### src/rtl/fetch_unit.sv
// Instruction fetch stage: issues in-order word requests, buffers responses in a
// prefetch FIFO feeding decode, and squashes wrong-path words on a redirect.
module fetch_unit #(
  parameter int          FIFO_DEPTH = 4,
  parameter logic [31:0] RESET_PC   = 32'h0000_0000
) (
  input  logic        clk,
  input  logic        reset,
  output logic        imem_req_valid,
  input  logic        imem_req_ready,
  output logic [31:0] imem_req_addr,
  input  logic        imem_rsp_valid,
  input  logic [31:0] imem_rsp_data,
  input  logic        PCSrcE,
  input  logic [31:0] PCTargetE,
  output logic        fetch_valid,
  input  logic        fetch_ready,
  output logic [31:0] InstrD,
  output logic [31:0] PCD,
  output logic [31:0] PCPlus4D
);

  localparam int          AW  = $clog2(FIFO_DEPTH);
  localparam int          CW  = AW + 1;
  localparam logic [31:0] NOP = 32'h0000_0013;

  logic [31:0]   r_fetch_pc;
  logic [31:0]   r_rsp_pc;
  logic [31:0]   r_instr_mem [FIFO_DEPTH];
  logic [31:0]   r_pc_mem    [FIFO_DEPTH];
  logic [AW-1:0] r_rd_ptr;
  logic [AW-1:0] r_wr_ptr;
  logic [CW-1:0] r_count;
  logic [CW-1:0] r_outstanding;
  logic [CW-1:0] r_discard;

  logic [CW:0]   w_credit_used;
  logic [31:0]   w_target;
  logic          w_req_fire;
  logic          w_push;
  logic          w_pop;
  logic          w_drop;

  // Credits cover both buffered and in-flight words, so every response has a slot.
  assign w_credit_used  = {1'b0, r_outstanding} + {1'b0, r_count};
  assign imem_req_valid = !reset && !PCSrcE && (w_credit_used < (CW+1)'(FIFO_DEPTH));
  assign imem_req_addr  = r_fetch_pc;
  assign w_req_fire     = imem_req_valid && imem_req_ready;
  assign w_target       = PCTargetE & 32'hFFFF_FFFC;

  assign w_drop = imem_rsp_valid && (r_discard != {CW{1'b0}});
  assign w_push = !reset && !PCSrcE && imem_rsp_valid && (r_discard == {CW{1'b0}});
  assign w_pop  = fetch_valid && fetch_ready && !PCSrcE;

  // An empty FIFO shows a NOP at the PC of the next word expected back.
  assign fetch_valid = (r_count != {CW{1'b0}});
  assign InstrD      = fetch_valid ? r_instr_mem[r_rd_ptr] : NOP;
  assign PCD         = fetch_valid ? r_pc_mem[r_rd_ptr] : r_rsp_pc;
  assign PCPlus4D    = PCD + 32'd4;

  always_ff @(posedge clk) begin
    if (w_push) begin
      r_instr_mem[r_wr_ptr] <= imem_rsp_data;
      r_pc_mem[r_wr_ptr]    <= r_rsp_pc;
    end
  end

  always_ff @(posedge clk) begin
    if (reset) begin
      r_fetch_pc    <= RESET_PC;
      r_rsp_pc      <= RESET_PC;
      r_rd_ptr      <= {AW{1'b0}};
      r_wr_ptr      <= {AW{1'b0}};
      r_count       <= {CW{1'b0}};
      r_outstanding <= {CW{1'b0}};
      r_discard     <= {CW{1'b0}};
    end else if (PCSrcE) begin
      // Everything still in flight is wrong-path, except a word landing right now.
      r_fetch_pc    <= w_target;
      r_rsp_pc      <= w_target;
      r_rd_ptr      <= {AW{1'b0}};
      r_wr_ptr      <= {AW{1'b0}};
      r_count       <= {CW{1'b0}};
      r_outstanding <= r_outstanding - CW'(imem_rsp_valid);
      r_discard     <= r_outstanding - CW'(imem_rsp_valid);
    end else begin
      if (w_req_fire) begin
        r_fetch_pc <= r_fetch_pc + 32'd4;
      end
      if (w_drop) begin
        r_discard <= r_discard - CW'(1);
      end
      if (w_push) begin
        r_wr_ptr <= r_wr_ptr + AW'(1);
        r_rsp_pc <= r_rsp_pc + 32'd4;
      end
      if (w_pop) begin
        r_rd_ptr <= r_rd_ptr + AW'(1);
      end
      r_outstanding <= r_outstanding + CW'(w_req_fire) - CW'(imem_rsp_valid);
      r_count       <= r_count + CW'(w_push) - CW'(w_pop);
    end
  end

endmodule

### config.mk
export PLATFORM = sky130hd
export DESIGN_NAME = fetch_unit
export DESIGN_NICKNAME = d
export VERILOG_FILES = /design/src/rtl/fetch_unit.sv
export SDC_FILE = /design/constraint.sdc
export NUM_CORES = 1
export LEC_CHECK = 0
export CAP_MARGIN = 10
export CELL_PAD_IN_SITES_DETAIL_PLACEMENT = 1
export CELL_PAD_IN_SITES_GLOBAL_PLACEMENT = 1
export CORE_MARGIN = 2
export CORE_UTILIZATION = 25
export CTS_CLUSTER_DIAMETER = 30
export DETAILED_ROUTE_END_ITERATION = 6
export GPL_ROUTABILITY_DRIVEN = 0
export PLACE_DENSITY = 0.48
export SETUP_SLACK_MARGIN = 0.2
export SLEW_MARGIN = 20
export SYNTH_ARGS = -nofsm -noshare
export SYNTH_HDL_FRONTEND = slang
export SYNTH_SLANG_ARGS = --single-unit
### constraint.sdc
create_clock -name clk -period 5.5 [get_ports clk]
set_clock_uncertainty 0.15 [all_clocks]
set_input_delay 1.1 -clock clk [delete_from_list [all_inputs] [get_ports clk]]
set_output_delay 1.1 -clock clk [all_outputs]
set_load 0.02 [all_outputs]
==> results.yml, run 1 <==
run_status:
  status: "finished clean"
sta:
  finalMaxSlewViolations: 0
  layout_min_cycle_time_ns: 5.05
  max_slew_margin: 0.382
  whs_ns: 0.347
  timing.final.crit_share: 0.919
  fmax_ghz: 0.198
  rsz0062_at_grt: "false"
  hold_viol: 0
  worstMarginPinSlew_ns: 0.923
  tns_ns: 0
  finalSetupViolations: 0
clock_tree:
  root_buffer: "clkbuf_16"
  cts_max_level: 3
  cts.clk_slew.worst_paths_ns: 0.04
  ctsLongestPathBuffers: 3
  clock_sinks: 323
  clk_latency_ns: 0.59
  tritoncts: "done"
  cts_buffers: 89
final_layout:
  syn2layout_area_growth_pct: 39.7
  final_cell_mix: "edfxtp_1 (248), clkdlybuf4s50_1 (188), nand2_1 (165)"
  final_cell_count_no_fill: 2201
  drive_gt1_frac: 0.173
  layout_commonest_cell: "edfxtp_1"
  nNetsFinal: 1455
  antennaDiodeCount: 0
critical_path:
  regToRegEndpoint: "r_outstanding[2]$_SDFF_PP0_"
  startpoint_type: "register"
  worst-path-max-fanout: 32
  cpMaxStageDelayCell: "clkdlybuf4s50_1"
  critPathArrivalTime_ns: 3.80
  cpLargestDelayFamily: "buffers and inverters"
  r2r_slack_ns: 2.15
  worst_path_largest_cell_delay_ns: 0.62
  required_ns: 4.25
  rr_startpoint: "r_count[2]$_SDFF_PP0_"
  path_buf_inv: 3
  critPathKind: "reg -> out"
  endpoint_kind: "output pin"
  r2r_cells: 13
  crit_chain: "buf_12 -> mux4_2 -> nand3_1 -> a222oi_1 -> buf_4 -> nand4_2 -> nor4_2 -> xor2_1 -> clkdlybuf4s50_1"
die:
  fp.coreArea_um2: 57700
  pin_count: 200
  dieArea_um2: 60400
  fp.dieW_um: 246
  num_rows: 88
  start_util: 0.253
  die_h_um: 246
grt:
  grt_use_total: 0.149
  antenna_found_initial: 0
  grt_overflow: 0
  grt_pass1_vias: 11000
  grt_max_degree: 64
  grt_pass1_wl_mm: 68.0
synthesis:
  ys_types: 59
  synth_top_cell_by_area: "edfxtp_1"
  ys.flop_type: "edfxtp_1"
  yosys-top-cells-area: "edfxtp_1 (51%), dfxtp_1 (10%), mux4_2 (7.7%), nand2_1 (4.2%), xor2_1 (2.3%)"
  synth_edf_count: 248
  synth_cells: 1120
  synth-seq-cells: 323
  ys_seq_area_frac: 0.613
  syn-cell-area_um2: 14600
  synth_top_area_frac: 0.510
  yosysWarnings: 0
  ys_async_sr_fraction: 0
  avgSynthCellArea_um2: 13.0
routing:
  drt_iter0_drc: 356
  totalWireLength_mm: 44.4
  ant_nets: 0
  routed_via_density: 4.57
  first_pass_iters: 4
  vias: 10100
  drc_errors: 0
  routedWlPerCell_um: 20.2
place:
  dp.cells: 2036
  port_buffers: 191
  dp_hpwl_mm: 28.6
power:
  power.share.sequential: 0.337
  power.internal_w: 0.00630
  power_frac_comb: 0.069
  power_density_nw_per_um2: 401
  power_switching_w: 0.00189
  p_clk_frac: 0.594
  switching_share: 0.230
  leakagePower_nw: 7.10
  ir_drop_mv: 0.198
worst_hold_path:
  holdCritStartpoint: "r_wr_ptr[1]$_SDFFE_PP0P_"
  min_to: "r_wr_ptr[1]$_SDFFE_PP0P_"
  hold_path.class: "reg -> reg"
  hold_depth: 2
job:
  drv_cap: 0
## stage by stage
stage	worst slack, ns	utilization	instance area, um2	power (W)
6_report	0.447	0.354	20400	0.00819
5_1_grt	0.206	0.354	20400	0.00849
4_1_cts	0.222	0.353	20400	0.00832
3_5_place_dp	0.657	0.302	17400	0.00337
3_3_place_gp	0.680	0.302	17400	0.00337
2_1_floorplan	0.640	-	14600	0.00308
## area by class of cell
cell class | instances | area [um2]
Timing Repair Buffer | 218 | 2220
Clock inverter | 51 | 487
Sequential cell | 323 | 8950
Fill cell | 6118 | 37300
Inverter | 24 | 90.1
Multi-Input combinational cell | 710 | 5330
Clock buffer | 110 | 2380
Tap cell | 765 | 957
## synth_stat cells (6+ instances only)
library cell	number
o21a_1	6
nor2_1	62
xor2_1	38
or3_1	8
buf_4	9
and3_1	22
nor3_1	19
buf_1	10
a21oi_1	28
mux4_1	12
xnor2_1	34
and2_1	35
nand2_1	165
nor4_1	9
nand4_1	24
inv_1	24
a211oi_1	9
clkbuf_1	38
a21boi_0	9
buf_2	9
dfxtp_1	75
or2_2	7
edfxtp_1	248
o211ai_1	6
mux4_2	50
and4_1	7
o21ai_0	30
ha_1	17
a31oi_1	23
nand3_1	38
## what timing repair did
action,in CTS,in global routing
gates resized for setup,6,6
pin swaps,0,1
hold buffers,0,0
cloned,1,0
setup buffers,3,0
endpoints found under the setup margin,11,9
## registers in the layout, indices dropped and copies added (netlist names), named ones only
signal and cells:
imem_req_addr 30, r_count 3, r_discard 3, r_instr_mem 128
r_outstanding 3, r_pc_mem 120, r_rd_ptr 2, r_rsp_pc 30
r_wr_ptr 2
## tightest hold or removal path, delay by kind of cell (launching register included)
kind	cells	cell delay (ns)
compound gates	1	0.05
flops	1	0.33
simple gates	1	0.06
## worst max path at each step
stage                   end  depth (start not counted)  slack [ns]                   from
5_1_grt        PCPlus4D[29]                          9        0.21  r_count[2]$_SDFF_PP0_
6_report       PCPlus4D[31]                          9        0.45               register
4_1_cts        PCPlus4D[31]                          9        0.22  r_count[2]$_SDFF_PP0_
2_1_floorplan  PCPlus4D[28]                         15        0.64  r_count[1]$_SDFF_PP0_
3_5_place_dp   PCPlus4D[28]                         12        0.66  r_count[1]$_SDFF_PP0_
3_3_place_gp   PCPlus4D[30]                         12        0.68  r_count[1]$_SDFF_PP0_
## cell families after synthesis
group                    after synthesis  share of synthesized area
buffers and inverters                 92                     0.0284
AND/OR/NAND/NOR                      417                      0.141
flip-flops                           323                      0.613
XOR/XNOR                              72                     0.0432
multiplexers                          67                      0.102
adder cells (fa/ha/maj)               19                     0.0173
other                                  1                   0.000257
AO/OA/AOI/OAI                        129                     0.0554
## layer usage
layer,GRT usage,vias to the layer above,routed length [um]
met1,0.196,5031,20400
met2,0.239,237,20900
met4,0.0535,0,946
li1,-,4725,-
met3,0.0343,61,2230
met5,0,-,0
## power groups by stage
stage / registers, W / clock network (W) / logic [W]
floorplan: 0.00279 / 0 / 0.000285
global placement: 0.00280 / 0 / 0.000566
detailed placement: 0.00280 / 0 / 0.000571
CTS: 0.00276 / 0.00498 / 0.000579
global route: 0.00277 / 0.00510 / 0.000618
finish: 0.00276 / 0.00486 / 0.000565
Note: power is estimated with default switching activity, not from simulation.
==> run 2: changes to the inputs <==
CTS_CLUSTER_SIZE = 40   (was default)
RECOVER_POWER = 100   (was default)
==> results.yml, run 2 (synthesis results as in run 1) <==
routing:
  first_pass_iters: 4
  routed_via_density: 4.59
  dr_wl_met2_mm: 20.8
  wl_met1_mm: 20.4
  vias: 10100
  totalWireLength_mm: 44.4
  routed.top_layer: "met4"
  drc_errors: 0
  routedWlPerCell_um: 20.2
  drt_iter0_drc: 405
  met3_length_mm: 2.30
  ant_nets: 0
critical_path:
  critPathArrivalTime_ns: 3.89
  worst-path-max-fanout: 32
  worst_path_largest_cell_delay_ns: 0.69
  crit_chain: "buf_12 -> mux4_1 -> and4_1 -> o221a_1 -> o21ai_2 -> nor4_2 -> xor2_1 -> dlygate4sd3_1"
  cpLargestDelayFamily: "buffers and inverters"
  path_buf_inv: 2
  required_ns: 4.25
  startpoint_type: "register"
  critPathKind: "reg -> out"
  endpoint_kind: "output pin"
  cpMaxStageDelayCell: "dlygate4sd3_1"
power:
  power_density_nw_per_um2: 402
  p_clk_frac: 0.596
  power.share.sequential: 0.339
  power_frac_comb: 0.065
  switching_share: 0.231
  power.internal_w: 0.00627
  power_switching_w: 0.00188
  leakagePower_nw: 7.31
  ir_drop_mv: 0.198
  total_power_w: 0.00816
clock_tree:
  hold_buffers: 0
  cts_max_level: 3
  clk_latency_ns: 0.59
  cts.clk_slew.worst_paths_ns: 0.04
  cts_buffers: 89
  clock_sinks: 323
  tritoncts: "done"
  ctsLongestPathBuffers: 3
  root_buffer: "clkbuf_16"
place:
  port_buffers: 191
  dp_hpwl_mm: 28.6
  pre_cts_ws_ns: 0.657
  dp.cells: 2036
final_layout:
  multi_input_area_um2: 5320
  layout_commonest_cell: "edfxtp_1"
  seq_area_um2: 8950
  nNetsFinal: 1455
  fillers: 6130
  fin_util: 0.352
  largest_reg_flops: 128
  reg_top3: "r_instr_mem (128), r_pc_mem (120)"
  syn2layout_area_growth_pct: 39.0
  antennaDiodeCount: 0
  drive_gt1_frac: 0.164
  final_cell_count_no_fill: 2201
  final_cell_mix: "edfxtp_1 (248), nand2_1 (165), dlygate4sd3_1 (146)"
  top_register: "r_instr_mem"
die:
  fp.coreArea_um2: 57700
  start_util: 0.253
  dieArea_um2: 60400
  num_rows: 88
  pin_count: 200
  fp.dieW_um: 246
  die_h_um: 246
run_status:
  failed_checks: "capacitance limit, slew limit"
  status: "complete, but fails checks"
sta:
  finalSetupViolations: 0
  worstMarginPinSlew_ns: 2.21
  rsz0062_at_grt: "false"
  max_slew_margin: -0.472
  tns_ns: 0
  layout_min_cycle_time_ns: 5.14
  timing.final.crit_share: 0.934
  layout_setup_ws_ns: 0.362
  hold_viol: 0
  fmax_ghz: 0.195
  finalMaxSlewViolations: 171
grt:
  antenna_found_initial: 0
  grt_pass1_vias: 11000
  grt_max_degree: 64
  grt_overflow: 0
  grt_use_total: 0.149
  grt_pass1_wl_mm: 68.0
worst_hold_path:
  hold_path.class: "reg -> reg"
job:
  drv_cap: 3
[run 2: cell count changes in the layout (fill, tap and decap cells not counted), sizes merged]
| cell | change |
|---|---|
| dlymetal6s2s | -1 |
| dlygate4sd3 | +146 |
| buf | -15 |
| clkdlybuf4s50 | -146 |
| clkbuf | +16 |
[run 2: final cells by class]
| class | instances | share of cell area |
|---|---|---|
| clock inverters | 51 | 0.0240 |
| well taps | 765 | 0.0472 |
| clock buffers | 110 | 0.117 |
| repair buffers | 218 | 0.104 |
| inverters | 24 | 0.00444 |
| multi-input cells | 710 | 0.262 |
| flip-flops and latches | 323 | 0.441 |
[run 2: final timing paths]
kind,slack (ns),end,start,cells after the start
max,0.36,PCPlus4D[31],register,8
min,0.34,r_wr_ptr[1]$_SDFFE_PP0P_,r_wr_ptr[1]$_SDFFE_PP0P_,2
max reg2reg,1.61,r_outstanding[2]$_SDFF_PP0_,r_count[2]$_SDFF_PP0_,13
min reg2reg,0.34,r_wr_ptr[1]$_SDFFE_PP0P_,r_wr_ptr[1]$_SDFFE_PP0P_,2
[run 2: stage by stage]
stage,hold slack [ns],instance area [um2]
global route,0.387,20300
global placement,0.333,17400
finish,0.345,20300
floorplan,0.308,14600
detailed placement,0.343,17400
CTS,0.348,20400
[run 2: timing repair]
action,in CTS,in global routing
pin swaps,0,1
gates resized for setup,6,6
gates cloned,1,0
setup buffers,3,0
endpoints found under the setup margin,11,9
[run 2: metal layers]
metal,track usage,vias up
li1,-,4727
met1,0.196,5068
met2,0.239,254
met3,0.0343,61
met4,0.0535,0
met5,0,-
[run 2: worst min-delay path, delay by kind of cell (launching register included)]
| family | cells | cell delay (ns) |
|---|---|---|
| and+or+nand+nor | 1 | 0.06 |
| DFF | 1 | 0.33 |
| AOI/OAI and AO/OA | 1 | 0.05 |
[run 2: power groups by stage]
stage | sequential [W] | combinational [W] | clock [W]
after floorplan | 0.00279 | 0.000285 | 0
after global placement | 0.00280 | 0.000566 | 0
after detailed placement | 0.00280 | 0.000571 | 0
after CTS | 0.00276 | 0.000579 | 0.00498
after global routing | 0.00277 | 0.000587 | 0.00510
final | 0.00276 | 0.000533 | 0.00486
